==> src/rtl/tpu_job_seq.sv <==
// Job sequencer: copies A/B from memory into the TPU over MMIO, starts it, polls for done and copies C back.
// Optional poll timeout is compiled in with TPU_JOB_SEQ_TIMEOUT_EN.
module tpu_job_seq #(
  parameter int          N          = 4,
  parameter logic [15:0] TPU_BASE   = 16'h0000,
  parameter int          POLL_GAP   = 4,
  parameter int          POLL_LIMIT = 1024
) (
  input  logic        clk,
  input  logic        rst,
  input  logic        job_valid,
  output logic        job_ready,
  input  logic [15:0] job_src,
  input  logic [15:0] job_dst,
  output logic        mem_rd_en,
  output logic [15:0] mem_rd_addr,
  input  logic [31:0] mem_rd_data,
  output logic        mem_wr_en,
  output logic [15:0] mem_wr_addr,
  output logic [31:0] mem_wr_data,
  output logic        mmio_wr,
  output logic        mmio_rd,
  output logic [15:0] mmio_addr,
  output logic [31:0] mmio_wdata,
  output logic [3:0]  mmio_wstrb,
  input  logic [31:0] mmio_rdata,
  input  logic        mmio_ready,
  output logic        busy,
  output logic        irq,
  input  logic        irq_clr,
  output logic        err,
  output logic [15:0] jobs_done
);

  localparam int          NN          = N * N;
  localparam logic [15:0] CTRL_ADDR   = TPU_BASE + 16'h0008;
  localparam logic [15:0] STATUS_ADDR = TPU_BASE + 16'h000C;
  localparam logic [15:0] A_BASE      = TPU_BASE + 16'h0100;
  localparam logic [15:0] B_BASE      = TPU_BASE + 16'h0200;
  localparam logic [15:0] C_BASE      = TPU_BASE + 16'h0300;
  localparam logic [15:0] NN16        = 16'(NN);
  localparam logic [15:0] AB_COUNT    = 16'(2 * NN);
  localparam logic [15:0] AB_LAST     = 16'(2 * NN - 1);
  localparam logic [15:0] C_LAST      = 16'(NN - 1);
  localparam logic [15:0] GAP16       = 16'((POLL_GAP < 1) ? 1 : POLL_GAP);

  localparam logic [2:0] S_IDLE   = 3'd0;
  localparam logic [2:0] S_LOAD   = 3'd1;
  localparam logic [2:0] S_KICK   = 3'd2;
  localparam logic [2:0] S_POLL   = 3'd3;
  localparam logic [2:0] S_CLEAR  = 3'd4;
  localparam logic [2:0] S_UNLOAD = 3'd5;
  localparam logic [2:0] S_FIN    = 3'd6;

  logic [2:0]  state;
  logic [15:0] src, dst;
  logic [15:0] rd_idx, wr_idx, c_idx, poll_wait;
  logic        wr_pend, hold_valid;
  logic [31:0] hold_data;
  logic        load_stall;

`ifdef TPU_JOB_SEQ_TIMEOUT_EN
  localparam logic [31:0] POLL_LAST = 32'((POLL_LIMIT < 1) ? 0 : POLL_LIMIT - 1);
  logic [31:0] poll_cnt;
`endif

  // Outputs decode from state so reset and IDLE/FIN force every strobe, address and data to 0.
  // NOTE: every output gets a default before the case, otherwise unassigned paths infer latches.
  always_comb begin
    job_ready   = (state == S_IDLE);
    busy        = (state != S_IDLE);
    load_stall  = 1'b0;
    mem_rd_en   = 1'b0;
    mem_rd_addr = 16'h0;
    mem_wr_en   = 1'b0;
    mem_wr_addr = 16'h0;
    mem_wr_data = 32'h0;
    mmio_wr     = 1'b0;
    mmio_rd     = 1'b0;
    mmio_addr   = 16'h0;
    mmio_wdata  = 32'h0;
    mmio_wstrb  = 4'h0;
    case (state)
      S_LOAD: begin
        // Write of element e overlaps the read of e+1; a stalled write freezes the read stream.
        load_stall  = wr_pend && !mmio_ready;
        mem_rd_en   = (rd_idx < AB_COUNT) && !load_stall;
        mem_rd_addr = src + rd_idx;
        if (wr_pend) begin
          mmio_wr    = 1'b1;
          mmio_addr  = (wr_idx < NN16) ? A_BASE + wr_idx : B_BASE + (wr_idx - NN16);
          mmio_wdata = hold_valid ? hold_data : mem_rd_data;
          mmio_wstrb = 4'hF;
        end
      end
      S_KICK, S_CLEAR: begin
        mmio_wr    = 1'b1;
        mmio_addr  = CTRL_ADDR;
        mmio_wdata = (state == S_KICK) ? 32'h1 : 32'h2;
        mmio_wstrb = 4'hF;
      end
      S_POLL: begin
        mmio_rd   = (poll_wait == 16'h0);
        mmio_addr = mmio_rd ? STATUS_ADDR : 16'h0;
      end
      S_UNLOAD: begin
        mmio_rd     = 1'b1;
        mmio_addr   = C_BASE + c_idx;
        mem_wr_en   = mmio_ready;
        mem_wr_addr = dst + c_idx;
        mem_wr_data = mmio_rdata;
      end
      default: ;
    endcase
  end

  // NOTE: sequential state uses non-blocking assignments so every register samples pre-edge values.
  always_ff @(posedge clk or posedge rst) begin
    if (rst) begin
      state      <= S_IDLE;
      src        <= 16'h0;
      dst        <= 16'h0;
      rd_idx     <= 16'h0;
      wr_idx     <= 16'h0;
      c_idx      <= 16'h0;
      poll_wait  <= 16'h0;
      wr_pend    <= 1'b0;
      hold_valid <= 1'b0;
      hold_data  <= 32'h0;
      irq        <= 1'b0;
      err        <= 1'b0;
      jobs_done  <= 16'h0;
`ifdef TPU_JOB_SEQ_TIMEOUT_EN
      poll_cnt   <= 32'h0;
`endif
    end else begin
      if (irq_clr) irq <= 1'b0;
      case (state)
        S_IDLE: begin
          if (job_valid) begin
            src        <= job_src;
            dst        <= job_dst;
            rd_idx     <= 16'h0;
            wr_idx     <= 16'h0;
            wr_pend    <= 1'b0;
            hold_valid <= 1'b0;
            err        <= 1'b0;
            state      <= S_LOAD;
          end
        end
        S_LOAD: begin
          if (mem_rd_en) rd_idx <= rd_idx + 16'h1;
          if (load_stall) begin
            // Read data is not guaranteed to persist, so keep the stalled word locally.
            hold_valid <= 1'b1;
            hold_data  <= mmio_wdata;
          end else begin
            hold_valid <= 1'b0;
            wr_pend    <= mem_rd_en;
            if (wr_pend) begin
              wr_idx <= wr_idx + 16'h1;
              if (wr_idx == AB_LAST) state <= S_KICK;
            end
          end
        end
        S_KICK: begin
          if (mmio_ready) begin
            poll_wait <= 16'h0;
`ifdef TPU_JOB_SEQ_TIMEOUT_EN
            poll_cnt  <= 32'h0;
`endif
            state     <= S_POLL;
          end
        end
        S_POLL: begin
          if (poll_wait != 16'h0) begin
            poll_wait <= poll_wait - 16'h1;
          end else if (mmio_ready) begin
            if (mmio_rdata[1]) begin
              state <= S_CLEAR;
`ifdef TPU_JOB_SEQ_TIMEOUT_EN
            end else if (poll_cnt == POLL_LAST) begin
              err   <= 1'b1;
              state <= S_FIN;
            end else begin
              poll_cnt  <= poll_cnt + 32'h1;
              poll_wait <= GAP16;
            end
`else
            end else begin
              poll_wait <= GAP16;
            end
`endif
          end
        end
        S_CLEAR: begin
          if (mmio_ready) begin
            c_idx <= 16'h0;
            state <= S_UNLOAD;
          end
        end
        S_UNLOAD: begin
          if (mmio_ready) begin
            c_idx <= c_idx + 16'h1;
            if (c_idx == C_LAST) state <= S_FIN;
          end
        end
        S_FIN: begin
          irq       <= 1'b1;
          jobs_done <= jobs_done + 16'h1;
          state     <= S_IDLE;
        end
        default: state <= S_IDLE;
      endcase
    end
  end

endmodule

==> config.mk <==
export PLATFORM = sky130hd
export DESIGN_NAME = tpu_job_seq
export DESIGN_NICKNAME = d
export VERILOG_FILES = /design/src/rtl/tpu_job_seq.sv
export SDC_FILE = /design/constraint.sdc
export NUM_CORES = 1
export LEC_CHECK = 0
export CORE_MARGIN = 5
export CORE_UTILIZATION = 28
export CTS_CLUSTER_DIAMETER = 150
export CTS_CLUSTER_SIZE = 24
export DETAILED_ROUTE_END_ITERATION = 10
export PLACE_DENSITY = 0.62
export RECOVER_POWER = 25
export SYNTH_ARGS = -nofsm -noshare
export SYNTH_HDL_FRONTEND = slang
export SYNTH_SLANG_ARGS = --single-unit
==> constraint.sdc <==
create_clock -name clk -period 5.4 [get_ports clk]
set_clock_uncertainty 0.1 [all_clocks]
set_input_delay 1.08 -clock clk [delete_from_list [all_inputs] [get_ports clk]]
set_output_delay 1.08 -clock clk [all_outputs]
set_load 0.01 [all_outputs]
; ---- Yosys cells after proc, flatten, opt, wreduce, memory -nomap -nowiden
; Index checks and enable logic that the tools add are counted.
[totals]
regBits = 150
inputBits = 101
output_inout_bits = 140
word_cells = 120
[classes]
addsub = 11
order_cmp = 2
n_eq_ne = 22
mux = 51
n_reduce_logical = 22
[op_table]
columns = cell, count
row1 = $mux W16, 13
row2 = $pmux W16 S2, 4
row3 = $mux W32, 3
row4 = $add A16 B1 Y16 const B, 4
row5 = $pmux W16 S4, 1
row6 = $pmux W32 S2, 1
row7 = $mux W3, 11
row8 = $add A10 B16 Y16 const A, 2
row9 = $add A16 B16 Y16, 2
row10 = $ne A2 B2 Y1 const B, 12
row11 = $pmux W3 S6, 1
row12 = $add A9 B16 Y16 const A, 1
row13 = $eq A16 B4 Y1 const B, 1
row14 = $eq A16 B5 Y1 const B, 1
row15 = $logic_not A16 Y1, 1
row16 = $lt A16 B5 Y1 const B, 1
row17 = $lt A16 B6 Y1 const B, 1
row18 = $reduce_bool A16 Y1, 1
row19 = $sub A16 B1 Y16 const B, 1
row20 = $sub A16 B5 Y16 const B, 1
row21 = $reduce_and A11 Y1, 1
row22 = $eq A3 B3 Y1 const B, 3
row23 = $mux W1, 9
row24 = $reduce_and A3 Y1, 3
row25 = other kinds (15), 29

; ---- Depth between registers and ports, before layout
[depth]
word_depth = 7
mapped_depth = 8
ltp_nobuf = 8

; ---- Worst setup path before layout
; No wires, ideal clock.
[synth_timing]
path_kind = input-to-output
start = input port mmio_ready
end = output port mem_rd_en
t_arrival_ns = 2.081
required_ns = 4.220
setup_slack_ns = 2.139
path_stages = 3
path_buffers = 1
cell_sequence = clkbuf_1 o21ai_0 nor4bb_1
[synth_via]
elab_chain_cells = 5
[synth_rtl]
columns = element, line_no
row1 = from (decl), 27  ; input logic mmio_ready,
row2 = $logic_not A1 Y1, 86  ; load_stall = wr_pend && !mmio_ready;
row3 = $logic_and A1 B1 Y1, 86
row4 = $logic_not A1 Y1, 87  ; mem_rd_en = (rd_idx < AB_COUNT) && !load_stall;
row5 = $logic_and A1 B1 Y1, 87
row6 = $mux W1, 83  ; case (state)
row7 = to (decl), 15  ; output logic mem_rd_en,
; Every way passes these cells.

; ---- Worst setup path after layout
; Same ends and word-level chain as after synthesis.

==> results.py <==
metrics = {
    "status": {
        "outcome": "complete, but fails checks",
        "violations": "max-capacitance violations, max-slew violations",
    },
    "logic_synthesis": {
        "ys_async_sr_fraction": 1.00,
        "synth_fp_nets": 1239,
        "avgSynthCellArea_um2": 8.86,
        "synth_top_area_share": 0.388,
        "yosysWarnings": 0,
        "syn_area_um2": 9670,
        "synth_ff_type": "dfrtp_1",
        "ys_types": 72,
        "synth_edf_count": 0,
        "synth_top_area_cell": "dfrtp_1",
        "ys_seq_area_frac": 0.388,
        "synth-seq-cells": 150,
        "ys_top_cells_by_area": "dfrtp_1, nand2_1, ha_1",
        "netlist_instances": 1092,
    },
    "finish": {
        "fin_util": 0.382,
        "final_cells": 1766,
        "final_net_count": 1445,
        "drive_above_1_share": 0.0801,
        "mostFrequentLayoutCells": "clkdlybuf4s50_1, nand2_1, dfrtp_1",
        "antenna_cells": 0,
        "layout_commonest_cell": "clkdlybuf4s50_1",
        "area_delta_synth_final_pct": 35.2,
        "fin_area_um2": 13100,
    },
    "place": {
        "place_congestion": 0.862,
        "io_buffers": 239,
        "place_area_um2": 12500,
        "hpwlAfterDp_mm": 21.0,
        "dp.cells": 1734,
        "post-place-ws_ps": 1180,
    },
    "detailed_routing": {
        "met3_length_mm": 1.67,
        "route.detailed.vias_per_inst": 4.91,
        "vias": 8675,
        "drtIter0Drc": 446,
        "route.detailed.drc": 0,
        "wl_met1_mm": 13.0,
        "top_layer": "met4",
        "post_drt_wl_per_cell_um": 16.4,
        "totalWireLength_mm": 28.9,
        "drt_first_pass_iters": 5,
        "route.met2.wl_mm": 14.0,
        "ant_nets": 0,
    },
    "grt": {
        "grt_max_degree": 103,
        "grtUsageTotal": 0.147,
        "grt_antenna_before_repair": 0,
        "overflow": 0,
        "grt_pass1_wl_mm": 46.1,
        "grt_pass1_vias": 8497,
    },
    "floorplan": {
        "die_w_um": 196,
        "boundaryPins": 241,
        "core-area_um2": 34300,
        "start_util": 0.282,
        "die_area_um2": 38400,
        "num_rows": 68,
        "die_h_um": 196,
    },
    "clock_tree": {
        "clock_sinks": 150,
        "clock_latency_ps": 440,
        "cts-root-buf": "clkbuf_16",
        "cts_hold_buffers": 0,
        "cts_tree": "built",
        "clk_path_buf_depth": 2,
        "cts_made_buffers": 17,
        "htreeDepth": 4,
        "cts.repair.resized": 0,
        "clk_pin_slew_worst_paths_ps": 70,
        "post-cts-setup-buffers": 0,
    },
    "timing": {
        "hold_violations": 0,
        "max_freq_mhz": 213,
        "worst_pin_slew_ps": 2340,
        "rsz0062_at_grt": "false",
        "setup_viol": 0,
        "relSlewSlack": -0.562,
        "period_needed_ps": 4690,
        "postLayoutSetupSlackWorst_ps": 709,
        "fin_crit_sh": 0.869,
        "setup_tns_ps": 0,
        "hold_ws_ps": 377,
        "drv_slew": 102,
    },
    "worst_setup_path": {
        "cp-end-kind": "primary output",
        "r2r_cells": 5,
        "critPathArrivalTime_ps": 3510,
        "cp_top_family": "buffers and inverters",
        "slowest_delay_ps": 660,
        "reg2reg_from": "state[0]",
        "crit_required_ps": 4220,
        "r2r_end": "hold_data[5]",
        "worstPathMaxFanout": 11,
        "path_common_cell": "clkdlybuf4s50_1",
        "cp-start-kind": "primary input",
        "path_class": "primary input to primary output",
        "r2r_slack_ps": 1920,
        "critPathSlowestCell": "clkdlybuf4s50_1",
        "worstPathCellList": "clkdlybuf4s50_1 -> clkbuf_1 -> o21ai_0 -> nor4bb_1 -> clkdlybuf4s50_1",
        "cp_num_buf_inv": 3,
        "cp-startpoint": "mmio_ready",
        "critPathCapture": "mem_rd_en",
        "cp.depth": 5,
    },
    "hold_path": {
        "hp-class": "flip-flop to flip-flop",
    },
    "power_and_ir_drop": {
        "finalPower_mw": 5.30,
        "p_per_area_nw_per_um2": 405,
        "irDropWorstVdd_mv": 0.230,
        "p_leak_nw": 5.41,
    },
    "job": {
        "max-cap-violations": 1,
    },
}
-- cells by family (layout without fill, tap and decap cells) --
family | after synthesis | after routing | share of synthesized area
buf+inv | 83 | 302 | 0.0357
flops | 150 | 150 | 0.388
simple gates | 482 | 482 | 0.240
fa+ha+maj | 46 | 46 | 0.0611
compound gates | 185 | 185 | 0.130
other cells | 1 | 1 | 0.000388
xor+xnor | 73 | 73 | 0.0661
mux | 72 | 72 | 0.0786
-- where the power goes --
part	switching (mW)	internal, mW	leakage [nW]
Combinational	1.26	1.03	3.17
Clock	0.562	0.702	0.291
Sequential	0.288	1.45	1.96
-- how the worst min path moves through the flow --
stage	to	start	cells past startpoint
5_1_grt	dst[10]	dst[10]	2
6_report	jobs_done[15]	jobs_done[15]	1
4_1_cts	dst[12]	dst[12]	2
3_5_place_dp	dst[12]	dst[12]	2
2_1_floorplan	dst[0]	dst[0]	2
3_3_place_gp	jobs_done[15]	jobs_done[15]	1
-- cell usage after synthesis, types with 11 or more instances --
master and count:
nand4_1 17, a211oi_1 11, nor2b_1 12, nand2_1 162
a21oi_1 40, inv_1 22, and2_1 35, mux2_2 32
xnor2_1 37, nor2_1 116, xor2_1 36, dfrtp_1 150
ha_1 44, mux2i_1 40, clkbuf_1 50, nand3_1 35
nor3_1 25, o21ai_0 41, or3_1 17
-- worst register-to-register path: stages (launching register included) --
cell and delay, ps:
dfrtp_1 790, nand3b_1 240, or2_2 700, nor3_4 750, buf_4 400, mux2_2 380
-- layer usage --
layer / GRT usage / vias to the layer above
met5: 0 / -
met4: 0.0297 / 0
met3: 0.0366 / 19
met2: 0.250 / 229
met1: 0.191 / 4175
li1: - / 4252
-- registers in the layout, summed over array words and instances (netlist names) --
register / cells
poll_wait: 16
hold_data: 32
wr_idx: 16
src: 16
irq: 1
hold_valid: 1
rd_idx: 16
state: 3
wr_pend: 1
dst: 16
jobs_done: 16
c_idx: 16
-- area by class of cell --
| type | count | area (um^2) |
|---|---|---|
| timing repair buffer | 248 | 2470 |
| inverter | 22 | 86.3 |
| multi-input combinational | 859 | 5590 |
| fill | 3452 | 21200 |
| sequential | 150 | 3750 |
| clock buffer | 17 | 425 |
| tap | 455 | 569 |
| clock inverter | 15 | 184 |
Note: power is estimated with default switching activity, not from simulation.
